File: src/rtl/neuron_pkg.sv
// Shared types and arithmetic helpers for the sequential MAC neuron.
// FSM encodings plus sign-extend and saturating-add on a 64-bit carrier.
package neuron_pkg;

  typedef logic [1:0] state_t;

  localparam state_t ST_IDLE = 2'd0;
  localparam state_t ST_RUN  = 2'd1;
  localparam state_t ST_FIRE = 2'd2;

  function automatic logic signed [63:0] sext(
    input logic [63:0] v,
    input int unsigned w
  );
    logic signed [63:0] t;
    t = signed'(v << (64 - w));
    return t >>> (64 - w);
  endfunction

  // Clamp a+b to the signed range of a w-bit word.
  function automatic logic signed [63:0] sat_add(
    input logic signed [63:0] a,
    input logic signed [63:0] b,
    input int unsigned w
  );
    logic signed [63:0] s;
    logic signed [63:0] hi;
    logic signed [63:0] lo;
    s  = a + b;
    hi = (64'sd1 <<< (w - 1)) - 64'sd1;
    lo = -(64'sd1 <<< (w - 1));
    if (s > hi) return hi;
    if (s < lo) return lo;
    return s;
  endfunction

endpackage

File: src/rtl/neuron_mac_seq_if.sv
// Control/data bundle between the layer front-end and one neuron.
// Bias signals exist only when NEURON_MAC_BIAS_EN is defined.
interface neuron_mac_seq_if #(
  parameter int N_IN      = 32,
  parameter int W_WIDTH   = 8,
  parameter int ACC_WIDTH = 16
);
  localparam int ADDR_SIZE = $clog2(N_IN);

  logic [N_IN-1:0]      in;
  logic                 start;
  logic                 swr;
  logic [ADDR_SIZE-1:0] set_addr;
  logic [W_WIDTH-1:0]   set_weight;
  logic                 thr_wr;
  logic [ACC_WIDTH-1:0] set_thr;
`ifdef NEURON_MAC_BIAS_EN
  logic                 bias_wr;
  logic [ACC_WIDTH-1:0] set_bias;
`endif
  logic                 busy;
  logic                 done;
  logic                 out;
  logic [ACC_WIDTH-1:0] acc_out;

  modport master (
`ifdef NEURON_MAC_BIAS_EN
    output bias_wr, output set_bias,
`endif
    output in, output start,
    output swr, output set_addr,
    output set_weight,
    output thr_wr, output set_thr,
    input busy, input done,
    input out, input acc_out
  );

  modport slave (
`ifdef NEURON_MAC_BIAS_EN
    input bias_wr, input set_bias,
`endif
    input in, input start,
    input swr, input set_addr,
    input set_weight,
    input thr_wr, input set_thr,
    output busy, output done,
    output out, output acc_out
  );

endinterface

File: src/rtl/neuron_weight_mem.sv
// N_IN x W_WIDTH weight register file.
// One gated sync write port, one combinational read port.
module neuron_weight_mem #(
  parameter int N_IN    = 32,
  parameter int W_WIDTH = 8,
  localparam int ADDR_SIZE = $clog2(N_IN)
) (
  input  logic                 clk,
  input  logic                 we_i,
  input  logic [ADDR_SIZE-1:0] waddr_i,
  input  logic [W_WIDTH-1:0]   wdata_i,
  input  logic [ADDR_SIZE-1:0] raddr_i,
  output logic [W_WIDTH-1:0]   rdata_o
);

  logic [W_WIDTH-1:0] mem_q [N_IN];

  // Contents are intentionally not reset.
  always_ff @(posedge clk) begin
    if (we_i && (int'(waddr_i) < N_IN)) begin
      mem_q[waddr_i] <= wdata_i;
    end
  end

  assign rdata_o = mem_q[raddr_i];

endmodule

File: src/rtl/neuron_mac_seq.sv
// Time-multiplexed neuron: one saturating signed MAC per cycle.
// Optional NEURON_MAC_BIAS_EN preloads the accumulator with a bias.
module neuron_mac_seq
  import neuron_pkg::*;
#(
  parameter int N_IN      = 32,
  parameter int W_WIDTH   = 8,
  parameter int ACC_WIDTH = 16,
  localparam int ADDR_SIZE = $clog2(N_IN)
) (
  input logic            clk,
  input logic            rst_n,
  neuron_mac_seq_if.slave bus
);

  state_t state_q, state_d;
  logic [ADDR_SIZE-1:0] idx_q, idx_d;
  logic [N_IN-1:0] in_q, in_d;
  logic signed [ACC_WIDTH-1:0] acc_q, acc_d;
  logic signed [ACC_WIDTH-1:0] thr_q, thr_d;
  logic signed [ACC_WIDTH-1:0] thr_sh_q, thr_sh_d;
  logic signed [ACC_WIDTH-1:0] acc_out_q, acc_out_d;
  logic signed [ACC_WIDTH-1:0] acc_init;
  logic busy_q, busy_d;
  logic done_q, done_d;
  logic out_q, out_d;
  logic [W_WIDTH-1:0] w_rd;
  logic signed [63:0] term;
  logic accept;
  logic last;

`ifdef NEURON_MAC_BIAS_EN
  logic signed [ACC_WIDTH-1:0] bias_q, bias_d;

  always_comb begin
    bias_d = bias_q;
    if (bus.bias_wr) bias_d = bus.set_bias;
  end

  always_ff @(posedge clk or negedge rst_n) begin
    if (!rst_n) bias_q <= '0;
    else        bias_q <= bias_d;
  end

  assign acc_init = bias_q;
`else
  assign acc_init = '0;
`endif

  neuron_weight_mem #(
    .N_IN    (N_IN),
    .W_WIDTH (W_WIDTH)
  ) u_wmem (
    .clk     (clk),
    .we_i    (bus.swr & ~busy_q),
    .waddr_i (bus.set_addr),
    .wdata_i (bus.set_weight),
    .raddr_i (idx_q),
    .rdata_o (w_rd)
  );

  // busy_q also covers the done cycle, so a start there is ignored.
  assign accept = bus.start && (state_q == ST_IDLE) && !busy_q;
  assign last   = (idx_q == ADDR_SIZE'(N_IN - 1));
  assign term   = in_q[idx_q] ? sext(64'(w_rd), W_WIDTH) : '0;

  always_comb begin
    state_d   = state_q;
    idx_d     = idx_q;
    in_d      = in_q;
    acc_d     = acc_q;
    thr_d     = thr_q;
    thr_sh_d  = thr_sh_q;
    acc_out_d = acc_out_q;
    busy_d    = busy_q;
    done_d    = 1'b0;
    out_d     = out_q;
    if (bus.thr_wr) thr_d = bus.set_thr;
    unique case (1'b1)
      (state_q == ST_IDLE): begin
        if (accept) begin
          state_d  = ST_RUN;
          in_d     = bus.in;
          acc_d    = acc_init;
          idx_d    = '0;
          thr_sh_d = thr_q;
          busy_d   = 1'b1;
        end else if (done_q) begin
          busy_d = 1'b0;
        end
      end
      (state_q == ST_RUN): begin
        acc_d = ACC_WIDTH'(sat_add(
          sext(64'(acc_q), ACC_WIDTH),
          term, ACC_WIDTH));
        idx_d = idx_q + 1'b1;
        if (last) begin
          idx_d   = '0;
          state_d = ST_FIRE;
        end
      end
      (state_q == ST_FIRE): begin
        out_d     = (acc_q > thr_sh_q);
        acc_out_d = acc_q;
        done_d    = 1'b1;
        state_d   = ST_IDLE;
      end
      default: state_d = ST_IDLE;
    endcase
  end

  always_ff @(posedge clk or negedge rst_n) begin
    if (!rst_n) begin
      state_q   <= ST_IDLE;
      idx_q     <= '0;
      in_q      <= '0;
      acc_q     <= '0;
      thr_q     <= '0;
      thr_sh_q  <= '0;
      acc_out_q <= '0;
      busy_q    <= 1'b0;
      done_q    <= 1'b0;
      out_q     <= 1'b0;
    end else begin
      state_q   <= state_d;
      idx_q     <= idx_d;
      in_q      <= in_d;
      acc_q     <= acc_d;
      thr_q     <= thr_d;
      thr_sh_q  <= thr_sh_d;
      acc_out_q <= acc_out_d;
      busy_q    <= busy_d;
      done_q    <= done_d;
      out_q     <= out_d;
    end
  end

  assign bus.busy    = busy_q;
  assign bus.done    = done_q;
  assign bus.out     = out_q;
  assign bus.acc_out = acc_out_q;

endmodule

File: src/flat_wrapper.sv
// flat-port wrapper written by rule: the top's interface ports become plain ports
module neuron_mac_seq_flat import neuron_pkg::*;
#(
  parameter int N_IN      = 32,
  parameter int W_WIDTH   = 8,
  parameter int ACC_WIDTH = 16,
  localparam int ADDR_SIZE = $clog2(N_IN)
)
  (clk, rst_n, bus_in, bus_start, bus_swr, bus_set_addr, bus_set_weight, bus_thr_wr, bus_set_thr, bus_busy, bus_done, bus_out, bus_acc_out);
  neuron_mac_seq_if #(.N_IN(N_IN), .W_WIDTH(W_WIDTH), .ACC_WIDTH(ACC_WIDTH)) bus_i ();
  input logic clk;
  input logic rst_n;
  input wire logic [$bits(bus_i.in)-1:0] bus_in;
  input wire logic [$bits(bus_i.start)-1:0] bus_start;
  input wire logic [$bits(bus_i.swr)-1:0] bus_swr;
  input wire logic [$bits(bus_i.set_addr)-1:0] bus_set_addr;
  input wire logic [$bits(bus_i.set_weight)-1:0] bus_set_weight;
  input wire logic [$bits(bus_i.thr_wr)-1:0] bus_thr_wr;
  input wire logic [$bits(bus_i.set_thr)-1:0] bus_set_thr;
  output wire logic [$bits(bus_i.busy)-1:0] bus_busy;
  output wire logic [$bits(bus_i.done)-1:0] bus_done;
  output wire logic [$bits(bus_i.out)-1:0] bus_out;
  output wire logic [$bits(bus_i.acc_out)-1:0] bus_acc_out;
  assign bus_i.in = bus_in;
  assign bus_i.start = bus_start;
  assign bus_i.swr = bus_swr;
  assign bus_i.set_addr = bus_set_addr;
  assign bus_i.set_weight = bus_set_weight;
  assign bus_i.thr_wr = bus_thr_wr;
  assign bus_i.set_thr = bus_set_thr;
  assign bus_busy = bus_i.busy;
  assign bus_done = bus_i.done;
  assign bus_out = bus_i.out;
  assign bus_acc_out = bus_i.acc_out;
  neuron_mac_seq #(.N_IN(N_IN), .W_WIDTH(W_WIDTH), .ACC_WIDTH(ACC_WIDTH)) u_core (.clk(clk), .rst_n(rst_n), .bus(bus_i));
endmodule
File: config.mk
export PLATFORM = sky130hd
export DESIGN_NAME = neuron_mac_seq_flat
export DESIGN_NICKNAME = d
export VERILOG_FILES = /design/src/rtl/neuron_pkg.sv /design/src/rtl/neuron_mac_seq_if.sv /design/src/rtl/neuron_weight_mem.sv /design/src/rtl/neuron_mac_seq.sv /design/src/flat_wrapper.sv
export SDC_FILE = /design/constraint.sdc
export NUM_CORES = 1
export LEC_CHECK = 0
export BUFFER_PORTS_ARGS = -buffer_cell sky130_fd_sc_hd__buf_2
export CAP_MARGIN = 40
export CORE_ASPECT_RATIO = 0.5
export CORE_MARGIN = 10
export CORE_UTILIZATION = 47
export CTS_CLUSTER_SIZE = 20
export DETAILED_ROUTE_END_ITERATION = 7
export GPL_ROUTABILITY_DRIVEN = 0
export GPL_TIMING_DRIVEN = 0
export PLACE_DENSITY = 0.62
export SLEW_MARGIN = 20
export SYNTH_ARGS = -nofsm -noshare
export SYNTH_HDL_FRONTEND = slang
export SYNTH_SLANG_ARGS = --single-unit
File: constraint.sdc
create_clock -name clk -period 16.2 [get_ports clk]
set_input_delay 3.24 -clock clk [delete_from_list [all_inputs] [get_ports clk]]
set_output_delay 3.24 -clock clk [all_outputs]
set_load 0.02 [all_outputs]
Word-level counts from Yosys, hierarchy flattened
Memory sizes are Yosys's and may differ from the RTL's.
Cells that the tools add are included.

storage, ports and cells
  RAM bits = 256
  logic and storage cells = 59
  memories = 1
  flip-flop bits (word level) = 106

memory list
  name                 depth  width  rd ports  clocked after memory_dff  write ports  RTL line                 text
  u_core.u_wmem.mem_q  32     8      1         0                         1            neuron_weight_mem.sv:16  logic [W_WIDTH-1:0] mem_q [N_IN];

operators by class
  mux-type cells = 25
  bitwise operators = 2
  reductions and logical operators = 10
  equal/unequal tests = 5
  add/subtract/negate cells = 2
  $lt $le $gt $ge = 4

operator list
  cell                    number
  $mux W16                5
  $add A16 B64 Y64        1
  $gt A64 B16 Y1 const B  1
  $lt A64 B16 Y1 const B  1
  $mux W64                1
  $pmux W16 S2            1
  $gt A16 B16 Y1          1
  $mux W1                 11
  $mux W5                 2
  $pmux W5 S2             1
  $reduce_and A2 Y1       4
  $lt A5 B6 Y1 const B    1
  $add A5 B1 Y5 const B   1
  $bmux W1 S5             1
  $eq A5 B5 Y1 const B    1
  $mux W2                 2
  $ne A2 B1 Y1 const B    2
  $pmux W2 S2             1
  $reduce_bool A2 Y1      2
  $eq A2 B1 Y1 const B    1
  $eq A2 B2 Y1 const B    1
  $logic_and A1 B1 Y1     2
  $logic_not A2 Y1        1
  $and A1 B1 Y1           1
  2 further kinds         2

Longest topological paths before layout
  depth in word-level cells = 12
  gate-level depth with buffers = 25

Cells and area by module
A second synthesis with hierarchy kept.

unflattened totals
  cell total of the unflattened synthesis = 1024
  area total of the unflattened synthesis = 16179.3 um^2

by module, submodules not included
  module             instances  cells an instance  area an instance (um^2)
  neuron_weight_mem  1          409                9893.2
  neuron_mac_seq     1          615                6286.0

Least setup slack after synthesis
No wires, ideal clock.

  path type = reg-to-reg
  start point = register u_core.idx_q[0]
  end point = register u_core.acc_q[9]
  slack = 9.731 ns
  arrival time = 6.388 ns
  path buffers = 4
  library setup time = 0.080 ns
  period minus slack after synthesis = 6.469 ns
  stages on the path, launching flop included = 26
  path through = dfrtp_1 buf_2 buf_4 buf_6 mux4_2 mux4_2 nand2_1 a21oi_1 ha_1 buf_6 a21oi_1 o21ai_1 inv_1 and2_1 o21ai_0 a21o_1 fa_1 inv_1 fa_1 nor4_1 nand4_1 nor4_4 inv_1 o311ai_4 nand2_2 o211ai_2

between the ends
  longest elaborated chain between the ends = 11
  elaborated cells on any way between the ends = 16

RTL lines
  element                        RTL line               text
  start, declared                neuron_mac_seq.sv:17   logic [ADDR_SIZE-1:0] idx_q, idx_d;
  start signal, assigned         neuron_mac_seq.sv:126  idx_q <= idx_d;
  $bmux W1 S5                    neuron_mac_seq.sv:65   assign term = in_q[idx_q] ? sext(64'(w_rd), W_WIDTH) : '0;
  $mux W1 (implied by the code)  neuron_mac_seq.sv:65
  $mux W64 *                     neuron_mac_seq.sv:65
  $add A16 B64 Y64 *             neuron_pkg.sv:29       s = a + b;
  $lt A64 B16 Y1                 neuron_pkg.sv:33       if (s < lo) return lo;
  $mux W1 (2 in a row)           neuron_pkg.sv:33
  $mux W1                        neuron_mac_seq.sv:79   unique case (1'b1)
  $mux W16                       neuron_pkg.sv:34       return s;
  $mux W16 *                     neuron_pkg.sv:33
  $pmux W16 S2 *                 neuron_mac_seq.sv:79
  end signal, assigned           neuron_mac_seq.sv:117  acc_q <= '0;
  end signal, assigned           neuron_mac_seq.sv:128  acc_q <= acc_d;
  end, declared                  neuron_mac_seq.sv:19   logic signed [ACC_WIDTH-1:0] acc_q, acc_d;

Every way passes the cells marked *; elsewhere a longest branch is shown, timed or not. The select of a mux whose other input is x is not followed.
A chain may end at the register's enable or synchronous reset.

Final worst setup path
  start point = register u_core.idx_q[1]
  end point = register u_core.acc_q[9]

The elaborated chain is that of the path after synthesis.

==> impl_results.md <==
- CTS Sinks: about 360
- Layout Nets: 1298
- Flop2flop setup slack: 8770 ps
- Cell area after layout: between 15000 and 20000 um^2
- # diodes: 0
- Register Area: 10300 um^2
- Worst r2r src: u_core.idx_q[1]
- Hold crit path type: reg -> reg
- Port Buffer Count: 83
- Setup TNS: 0 ps
- Max Clk Rate: 0.135 GHz
- Worst EP required: roughly 17000 ps
- Largest cells by area after synthesis: edfxtp_1 47%, dfrtp_1 16%, mux4_2 12%, nand2_1 3.6%, fa_1 2.7%
- Critical Path End Type: flip-flop
- Die width: 283 um
- Number of gates resized after CTS: 0
- Top FF cell, synth: edfxtp_1
- Pwr per Cell Area: 201 nW/um^2
- Max_slew headroom: 43.7%
- Fill count: 2705
- Die area: 42800 um^2
- Most common cell in the synthesized netlist: edfxtp_1
- Syn Std Cell Area: between 15000 and 20000 um^2
- CTS Buf Count: 34
- Hold path cells: 2
- Die height: 151 um
- Cell Area, Placed: 17300 um^2
- Synth Area per Inst: 15.6 um^2
- Hold path endpoint: u_core.bus.acc_out[15]
- Max-cap violation count: 0
- CP Launch Type: flip-flop
- Post-synth top area share: between 40% and 50%
- Hold Path Origin: u_core.bus.acc_out[15]
- Max rail drop VDD: 104 uV
- Fin Hold WS: 474 ps
- Final Max Slew Viols: 0
- Starting DRC count in detailed routing: 749
- Post-synth EDFFs: 256
- # setup viols final: 0
- Tcrit/Tclk final: 45.9%
- Via density per instance: 5.60
- Avg WL per Cell: between 20 and 25 um
- Syn-to-layout area delta: 14.2%
- Worst slew pin tran: between 800 and 900 ps
- First-pass GRT wire length: 56.3 mm
- Initial antenna violation count: 0
- Postcts setup bufs: 0
- Root Buffer: clkbuf_16
- Core area: about 34000 um^2
- Minimum period implied by the final worst setup slack: around 7400 ps
- Leakage: 0.00683 uW
- Post-layout util: a little under three fifths
- Status: finished clean
- Final Hold Vio Count: 0
- Cells after Synth: approximately 1000
- Netlist cell types: 66
- Synth cell count leaders: 256 x edfxtp_1, 156 x nand2_1, 106 x dfrtp_1, 90 x mux4_2, 54 x nor2_1
- Final Power: 3740 uW
- # DRC: 0
- Area of the multi-input gates: 5580 um^2
- WL final: 35.8 mm
- Async SR Flop Fraction: 29.3%
- Routed vias: between 9000 and 10000
- Reg clk slew, reported paths: 70 ps
- Initial Utilization: between 40% and 50%
- CP arrival: 7890 ps
- Number of global-route vias before repair: 9643
- RSZ-0062 raised after global routing: no
- Clock Path Buffers: 3
- Register bit count reported by yosys: 362
- Total gr overflow: 0
- Hold_buf cts: 0
- Clk_skew: 14.3 ps
- Ports: 85
- CTS tree: done
- Register area share after synthesis: between 60% and 70%
- Share of layout cells above drive strength 1: 25.1%
- Antenna-violating nets left: 0
- H-tree Lvls: 2
- Global-route total usage across every layer: 17.2%
- Setup CP Type: reg -> reg
- Worst R2R Path Depth: 22
- Largest area contributor in the netlist: edfxtp_1
- Syn_nets: about 1200
- Synth warn: 0
- CP Max Fanout: 10
- Initial DRT Pass Iterations: 5
- Detail Placement HPWL: 24.9 mm
- Skew-Pair Late Insertion Delay: ~530 ps
- Largest net degree at the start of global routing: slightly above 70
- Reg2reg end: u_core.acc_q[9]
- Row cnt: 47
[critical path, stage by stage (launching register included)]
cell and delay, ps:
dfrtp_1 470, clkbuf_1 510, clkbuf_1 680, mux4_2 430
mux4_2 520, mux2i_1 310, nor2_1 130, ha_1 240
inv_1 80, fa_1 250, and4b_1 230, a2111o_1 440
a21oi_2 370, o21ai_1 240, inv_1 170, fa_1 450
nor4b_1 320, nand4_1 190, nor4_4 400, inv_1 130
o311ai_4 440, nand2_2 140, o211ai_2 190
[power breakdown]
part | internal (uW) | total, uW | switching, uW | leakage, uW
logic | 794 | 1780 | 983 | 0.00272
registers | 1070 | 1130 | 60.2 | 0.00354
clock network | 474 | 827 | 353 | 0.000561
[state kept, by name, indices dropped and copies added (netlist names)]
name	flops
u_core.u_wmem.mem_q	256
u_core.in_q	32
u_core.acc_q	16
u_core.bus.acc_out	16
u_core.thr_q	16
u_core.thr_sh_q	16
u_core.idx_q	5
u_core.state_q	2
u_core.bus.busy	1
u_core.bus.done	1
u_core.bus.out	1
[layer usage]
| layer | GRT usage [%] | part of all wire, % |
|---|---|---|
| met5 | 0 | 0 |
| met3 | 3.55 | 6.4 |
| met4 | 3.76 | 1.6 |
| met2 | 28.6 | 48 |
| met1 | 23.1 | 44 |
[kinds of logic (layout without fill, tap and decap cells)]
| kind of cell | count (synthesis) | in the layout | synth area share (%) |
|---|---|---|---|
| XOR/XNOR | 11 | 11 | 0.593 |
| buffers and inverters | 77 | 236 | 2.03 |
| AND/OR/NAND/NOR | 275 | 275 | 7.76 |
| adder cells (fa/ha/maj) | 56 | 56 | 5.33 |
| AO/OA/AOI/OAI | 135 | 135 | 5.61 |
| multiplexers | 126 | 126 | 15.0 |
| flip-flops | 362 | 362 | 63.7 |
[worst max path at each step]
stage                       end            start  slack [ps]
2_1_floorplan   u_core.acc_q[9]  u_core.idx_q[0]        9730
3_3_place_gp   u_core.acc_q[14]  u_core.idx_q[1]        8160
4_1_cts         u_core.acc_q[9]  u_core.idx_q[1]        8840
6_report        u_core.acc_q[9]  u_core.idx_q[1]        8770
3_5_place_dp    u_core.acc_q[9]  u_core.idx_q[1]        8860
5_1_grt         u_core.acc_q[9]  u_core.idx_q[1]        8290
[through the flow]
stage / cells / setup slack [ps]
4_1_cts: 1654 / 8840
3_5_place_dp: 1593 / 8860
2_1_floorplan: 1042 / 9730
6_report: 1666 / 8770
5_1_grt: 1666 / 8290
3_3_place_gp: 1590 / 8160
[cells in the final DEF, fill, tap and decap left out, drive strengths merged, types with 5 or more instances in the layout]
cell and n:
mux2i 7, o21ai 39, a22oi 9, mux4 90
dfrtp 106, a21oi 39, nand4 11, nand3 7
clkinv 11, nor2 54, fa 22, edfxtp 256
clkbuf 68, a21o 16, nand2 157, buf 117
xnor2 10, inv 36, nand2b 7, nand3b 6
ha 34, mux2 29, a211oi 5
[layout make-up]
cell class                 count  share of cell area (%)
sequential                   362                    55.7
multi-input combinational    603                    30.1
clock buffer                  43                    4.99
timing repair buffer          98                    3.14
tap                          465                    3.14
clock inverter                18                    1.13
buffer                        44                    1.11
inverter                      33                   0.668
Power figures use the tool's default switching activity.
